--- src/rtl/gf180mcu_nandn_pkg.sv ---
// Shared sizing helpers and mode encoding for the pipelined NAND/NOR reduction tree.
// The tree depth is the number of FANIN-wide AND levels needed to cover WIDTH inputs.
package gf180mcu_nandn_pkg;

  localparam logic MODE_NAND = 1'b0;
  localparam logic MODE_NOR  = 1'b1;

  function automatic int fanin_pow(input int fanin, input int n);
    int p;
    p = 1;
    for (int i = 0; i < n; i++) p = p * fanin;
    return p;
  endfunction

  // Levels of FANIN-input nodes needed to reduce WIDTH bits to one; never below 1.
  function automatic int clog_fanin(input int width, input int fanin);
    int lv;
    int cap;
    lv  = 0;
    cap = 1;
    while (cap < width) begin
      cap = cap * fanin;
      lv  = lv + 1;
    end
    return (lv < 1) ? 1 : lv;
  endfunction

  function automatic int pad_width(input int width, input int fanin);
    return fanin_pow(fanin, clog_fanin(width, fanin));
  endfunction

  // Bit count entering tree level lvl (level 0 is the padded operand).
  function automatic int level_width(input int width, input int fanin, input int lvl);
    return pad_width(width, fanin) / fanin_pow(fanin, lvl);
  endfunction

  // Offset of level lvl inside the flattened vector that holds every level back to back.
  function automatic int level_off(input int width, input int fanin, input int lvl);
    int off;
    off = 0;
    for (int j = 0; j < lvl; j++) off = off + level_width(width, fanin, j);
    return off;
  endfunction

endpackage

--- src/rtl/gf180mcu_nandn_stage.sv ---
// One registered level of the AND reduction tree: IN_W bits reduce to IN_W/FANIN bits,
// with the beat's valid and mode bits travelling alongside.
module gf180mcu_nandn_stage
  import gf180mcu_nandn_pkg::*;
#(
  parameter int IN_W  = 4,
  parameter int FANIN = 4
) (
  input  logic                      CLK,
  input  logic                      RST,
  input  logic                      EN,
  input  logic [IN_W-1:0]           D,
  output logic [IN_W/FANIN-1:0]     Q,
  input  logic                      VLD_I,
  output logic                      VLD_O,
  input  logic                      MODE_I,
  output logic                      MODE_O
);

  localparam int OUT_W = IN_W / FANIN;

  logic [OUT_W-1:0] grp;

  always_comb begin
    grp = '0;
    for (int g = 0; g < OUT_W; g++) begin
      grp[g] = &D[g*FANIN +: FANIN];
    end
  end

  // Data loads regardless of valid; bubbles just carry VLD=0.
  always_ff @(posedge CLK or posedge RST) begin
    if (RST) begin
      Q      <= '0;
      VLD_O  <= 1'b0;
      MODE_O <= MODE_NAND;
    end else if (EN) begin
      Q      <= grp;
      VLD_O  <= VLD_I;
      MODE_O <= MODE_I;
    end
  end

endmodule

--- src/rtl/gf180mcu_nandn_pipe.sv ---
// Pipelined WIDTH-input NAND/NOR detector built from LAT registered FANIN-input AND levels.
// Optional sticky zero-result flag enabled by defining GF180MCU_NANDN_STICKY_EN.
module gf180mcu_nandn_pipe
  import gf180mcu_nandn_pkg::*;
#(
  parameter int WIDTH = 16,
  parameter int FANIN = 4
) (
  input  logic             CLK,
  input  logic             RST,
  input  logic             EN,
  input  logic             VLD_I,
  input  logic             MODE,
  input  logic [WIDTH-1:0] A,
  output logic             ZN,
  output logic             VLD_O,
  input  logic             CLR_STICKY,
  output logic             STICKY
);

  localparam int LAT   = clog_fanin(WIDTH, FANIN);
  localparam int PAD_W = pad_width(WIDTH, FANIN);
  localparam int TOT_W = level_off(WIDTH, FANIN, LAT) + 1;

  // Beat protocol: a beat is taken on every edge with EN=1 (VLD_I marks it real);
  // VLD_O qualifies ZN and must be sampled on every EN=1 cycle, there is no backpressure.

  logic [PAD_W-1:0] operand;
  logic [TOT_W-1:0] tree;
  logic [LAT:0]     vld_chain;
  logic [LAT:0]     mode_chain;

  // NOR is an AND over the inverted operand; padding uses the AND identity.
  always_comb begin
    operand = '1;
    operand[WIDTH-1:0] = (MODE == MODE_NOR) ? ~A : A;
  end

  assign tree[PAD_W-1:0] = operand;
  assign vld_chain[0]    = VLD_I;
  assign mode_chain[0]   = MODE;

  for (genvar l = 0; l < LAT; l++) begin : g_level
    localparam int IN_W  = level_width(WIDTH, FANIN, l);
    localparam int OUT_W = level_width(WIDTH, FANIN, l + 1);
    localparam int IN_O  = level_off(WIDTH, FANIN, l);
    localparam int OUT_O = level_off(WIDTH, FANIN, l + 1);

    gf180mcu_nandn_stage #(
      .IN_W  (IN_W),
      .FANIN (FANIN)
    ) u_stage (
      .CLK    (CLK),
      .RST    (RST),
      .EN     (EN),
      .D      (tree[IN_O +: IN_W]),
      .Q      (tree[OUT_O +: OUT_W]),
      .VLD_I  (vld_chain[l]),
      .VLD_O  (vld_chain[l+1]),
      .MODE_I (mode_chain[l]),
      .MODE_O (mode_chain[l+1])
    );
  end

  // NAND inverts the final AND; NOR (already inverted at the input) passes it through.
  // Reset leaves AND=0 and mode=NAND, so ZN comes out of reset as 1.
  assign ZN    = ~(tree[TOT_W-1] ^ mode_chain[LAT]);
  assign VLD_O = vld_chain[LAT];

`ifdef GF180MCU_NANDN_STICKY_EN
  localparam int LAST_O = level_off(WIDTH, FANIN, LAT - 1);

  logic next_and;
  logic sticky_set;
  logic sticky_q;

  // Look at what the output register is about to load so the flag rises with VLD_O.
  assign next_and   = &tree[LAST_O +: FANIN];
  assign sticky_set = EN & vld_chain[LAT-1] & (next_and ^ mode_chain[LAT-1]);

  always_ff @(posedge CLK or posedge RST) begin
    if (RST) begin
      sticky_q <= 1'b0;
    end else if (sticky_set) begin
      sticky_q <= 1'b1;
    end else if (CLR_STICKY) begin
      sticky_q <= 1'b0;
    end
  end

  assign STICKY = sticky_q;
`else
  logic unused_clr_sticky;

  assign unused_clr_sticky = CLR_STICKY;
  assign STICKY            = 1'b0;
`endif

endmodule

--- config.mk ---
export PLATFORM = sky130hd
export DESIGN_NAME = gf180mcu_nandn_pipe
export DESIGN_NICKNAME = d
export VERILOG_FILES = /design/src/rtl/gf180mcu_nandn_pkg.sv /design/src/rtl/gf180mcu_nandn_stage.sv /design/src/rtl/gf180mcu_nandn_pipe.sv
export SDC_FILE = /design/constraint.sdc
export NUM_CORES = 1
export LEC_CHECK = 0
export CORE_AREA = 8 8 45 47
export CTS_CLUSTER_DIAMETER = 50
export DETAILED_ROUTE_END_ITERATION = 12
export DIE_AREA = 0 0 53 55
export PLACE_DENSITY_LB_ADDON = 0.15
export SYNTH_ARGS = -nofsm -noshare
export SYNTH_HDL_FRONTEND = slang
export SYNTH_SLANG_ARGS = --single-unit
--- constraint.sdc ---
create_clock -name CLK -period 1.5 [get_ports CLK]
set_input_delay 0.45 -clock CLK [delete_from_list [all_inputs] [get_ports CLK]]
set_output_delay 0.45 -clock CLK [all_outputs]
set_load 0.02 [all_outputs]
### Word-level counts from Yosys, hierarchy flattened

Cells that the tools add are included.

| operators by class | value |
|---|---|
| mux-type cells | 1 |
| bitwise operators | 3 |
| reductions and logical operators | 5 |

Operators with widths:

| cell | number |
|---|---|
| 4-bit AND reduction | 5 |
| 16-bit 2-to-1 mux | 1 |
| 16-bit inverter | 1 |
| 1-bit inverter | 1 |
| 1-bit bitwise XOR | 1 |

| word-level totals | value |
|---|---|
| register bits after elaboration | 9 |
| input port bits | 22 |
| output and inout bits | 3 |
| logic and storage cells | 15 |

### Logic depth before layout (Yosys ltp)

| logic depth | value |
|---|---|
| word-level depth | 3 |
| depth in mapped cells | 3 |
| gate-level depth less buffers | 3 |

### Modules after synthesis

From an unflattened synthesis, not the netlist that was laid out.

| second synthesis, totals | value |
|---|---|
| cell total of the unflattened synthesis | 52 |
| area, all modules | 588.1 um^2 |

By module, submodules not included:

| module | times used | cells an instance | area an instance (um^2) | seq. area each (um^2) |
|---|---|---|---|---|
| gf180mcu_nandn_stage at g_level[0].u_stage | 1 | 22 | 275.3 | 150.1 |
| gf180mcu_nandn_pipe | 1 | 21 | 191.4 | 0.0 |
| gf180mcu_nandn_stage at g_level[1].u_stage | 1 | 9 | 121.4 | 75.1 |

### Least setup slack after synthesis

OpenSTA, ideal clock, no wires.

| path | value |
|---|---|
| path kind | flip-flop to output port |
| from | reg g_level[1].u_stage.Q |
| to | out ZN |
| arrival | 765 ps |
| data required time | 1050 ps |
| slack | 285 ps |
| cell stages (with the launch flop) | 2 |
| buffers on the path | 0 |
| path through | dfrtp_1 xnor2_1 |

| between the ends | value |
|---|---|
| word-level cells in the longest chain between the ends | 2 |

RTL lines:

| element | RTL line | RTL |
|---|---|---|
| start, declared | gf180mcu_nandn_stage.sv:13 | `output logic [IN_W/FANIN-1:0] Q,` |
| start signal, assigned | gf180mcu_nandn_stage.sv:38 | `Q <= grp;` |
| 1-bit bitwise XOR | gf180mcu_nandn_pipe.sv:67 | `assign ZN = ~(tree[TOT_W-1] ^ mode_chain[LAT]);` |
| 1-bit inverter | gf180mcu_nandn_pipe.sv:67 |  |
| end, declared | gf180mcu_nandn_pipe.sv:15 | `output logic ZN,` |

No other way between the ends.

### Final worst setup path

Same ends and word-level chain as after synthesis.

==> metrics.md <==
| Metric | Value |
|---|---|
| Port-buffer cells | `22` |
| Drt via density | `~4.7` |
| Post-route DRC | `0` |
| Crit Reg-Reg Startpoint | `g_level[1].u_stage.MODE_O` |
| DR WL/cell | `12.6 um` |
| Max-Cap Viols | `0` |
| Final worst path period share | `0.944` |
| Core Region | `between 1000 and 1500 um^2` |
| Setup WS pre-CTS | `-0.119 ns` |
| CP max stage delay | `around 0.38 ns` |
| Final hold violations | `0` |
| Mapped Area | `approximately 450 um^2` |
| Dpl cells | `between 80 and 90` |
| Clock root buffer master | `clkbuf_4` |
| H-tree lvl count | `1` |
| DRT antenna net count | `0` |
| Die H | `about 55 um` |
| Synth Register Bits | `9` |
| Number of synthesis warnings | `0` |
| Synth Net Count | `63` |
| Reg2reg end | `g_level[1].u_stage.MODE_O` |
| Vias | `around 400` |
| Nets | `roughly 90` |
| CP Class | `reg -> out` |
| Area leader, netlist | `dfrtp_1` |
| PostCTS Resize Cnt | `6` |
| Clk slew on worst S/H paths | `roughly 0.06 ns` |
| Syn Area/Cell | `about 11 um^2` |
| CP Launch Type | `register` |
| Filler Cells Inserted | `~140` |
| IO Pins | `25` |
| First-pass GRT wire length | `approximately 1800 um` |
| Die W | `53 um` |
| Commonest non-fill, non-tap cell in the layout | `clkdlybuf4s50_1` |
| Pwr dens | `around 820 nW/um^2` |
| DP HPWL | `866 um` |
| RSZ-0062 raised after global routing | `false` |
| WP buf/inv | `1` |
| Worst Reg-to-Reg Cells | `1` |
| Max IR drop VDD | `0.515 mV` |
| Hold WC Path Type | `in -> async` |
| DR pass1 iterations | `4` |
| Number of setup buffers added after CTS | `0` |
| Placed cell area | `about 710 um^2` |
| WL final | `between 1000 and 1500 um` |
| Distinct cell type count after synthesis | `14` |
| # diodes | `0` |
| Post-synthesis sequential area ratio | `0.501` |
| Total gr overflow | `0` |
| WP data arrival | `a little under 1 ns` |
| Clock skew | `roughly 0.0044 ns` |
| CTS Buf Count | `3` |
| Initial drt markers | `13` |
| Initial antenna violation count | `0` |
| Area grow syn2layout | `61.8%` |
| Global placer's final weighted congestion | `~0.63` |
| Worst skew pair latency | `0.25 ns` |
| DIE AREA | `2920 um^2` |
| Required @ worst endpoint | `1.05 ns` |
| Count of non-filler cells in the finished layout | `85` |
| Final Slew Violations | `0` |
| Worst Setup Slack, final | `around 0.084 ns` |
| Max Freq | `a little over 700 MHz` |
| CTS sink cnt | `9` |
| Largest net degree at the start of global routing | `10` |
| Initial Utilization | `0.325` |
| Share of the synthesized area in the top cell type | `0.501` |
| Hold buffers post-CTS | `0` |
| Crit-path slowest cell | `dfrtp_1` |
| Cell count after synthesis | `between 40 and 50` |
| Share of post-route cells with drive strength above 1 | `0.174` |
| Final instance area | `roughly 730 um^2` |
| Final setup viols | `0` |
| GRT Total Usage | `0.0826` |
| CTS tree | `done` |
| CP Capture Type | `primary output` |
| Most frequent cells in the layout | `clkdlybuf4s50_1 (20), dfrtp_1 (9)` |
| Cell count along the critical path | `2` |
| Overall Power | `a little under 0.6 mW` |
| Cell family with most CP delay | `flip-flops` |
| Worst path cell trace | `xnor2_1 > buf_2` |
| Tmin final | `between 1 and 1.5 ns` |
| Crit-path max FO | `2` |
| Leakage | `around 0.31 nW` |
| Number of cell rows | `14` |
| Ranking of synthesized cells by area | `dfrtp_1 (50%), mux2_2 (10%), and4b_1 (8.9%)` |
| R2R setup slack | `around 0.74 ns` |
| Max clock buf depth | `2` |
| Vias in the first global route | `455` |
| Status | `finished, final reports clean` |
==> metrics by stage <==
step / setup TNS, ns / util / hold slack (ns)
6_report: 0 / 0.525 / 0.453
3_3_place_gp: -0.876 / 0.511 / 0.489
3_5_place_dp: -0.831 / 0.511 / 0.492
4_1_cts: 0 / 0.525 / 0.453
5_1_grt: 0 / 0.525 / 0.495
2_1_floorplan: 0 / - / 0.278
==> routing by layer <==
layer	routed length [um]	global-route usage
met3	121	0.0428
met2	470	0.125
met4	5	0.0517
met1	473	0.0901
met5	0	0
==> worst max path at each step <==
stage	startpoint	to	slack, ns
3_5_place_dp	MODE	g_level[0].u_stage.Q[2]	-0.12
4_1_cts	g_level[1].u_stage.Q	ZN	0.06
2_1_floorplan	g_level[1].u_stage.Q	ZN	0.29
6_report	g_level[1].u_stage.Q	ZN	0.08
5_1_grt	g_level[1].u_stage.Q	ZN	0.01
3_3_place_gp	MODE	g_level[0].u_stage.Q[1]	-0.14
==> flip-flops by register name (all words and copies together) (netlist names) <==
signal / count
g_level.u_stage.MODE_O: 2
g_level.u_stage.Q: 5
g_level.u_stage.VLD_O: 2
==> power breakdown <==
part	internal [mW]	leakage [nW]	total, mW	switching (mW)
clock	0.102	0.0150	0.180	0.0782
combinational	0.0838	0.182	0.137	0.0528
sequential	0.266	0.110	0.277	0.0111
==> cell usage after synthesis, drive strengths merged <==
cell,instances
dfrtp,9
a21oi,4
a22oi,4
and4b,4
mux2,4
nor2,4
nor4,4
buf,2
inv,2
conb,1
mux2i,1
nand4,1
xnor2,1
==> layout make-up <==
| cell class | count | area [um^2] | area share |
|---|---|---|---|
| sequential | 9 | 225 | 0.310 |
| inverter | 2 | 7.51 | 0.0103 |
| timing repair buffer | 26 | 244 | 0.336 |
| clock buffer | 4 | 26.3 | 0.0361 |
| multi-input combinational | 28 | 204 | 0.281 |
| tap | 16 | 20.0 | 0.0275 |
==> cell families (layout without fill, tap and decap cells) <==
group / after synthesis / in the layout / synth area share
other: 1 / 1 / 0.00835
muxes: 5 / 5 / 0.123
xor gates and xnor gates: 1 / 1 / 0.0195
and+or+nand+nor: 13 / 13 / 0.192
AOI/OAI and AO/OA: 8 / 8 / 0.111
DFF: 9 / 9 / 0.501
buffers and inverters: 4 / 32 / 0.0446
Note: power is estimated with default switching activity, not from simulation.
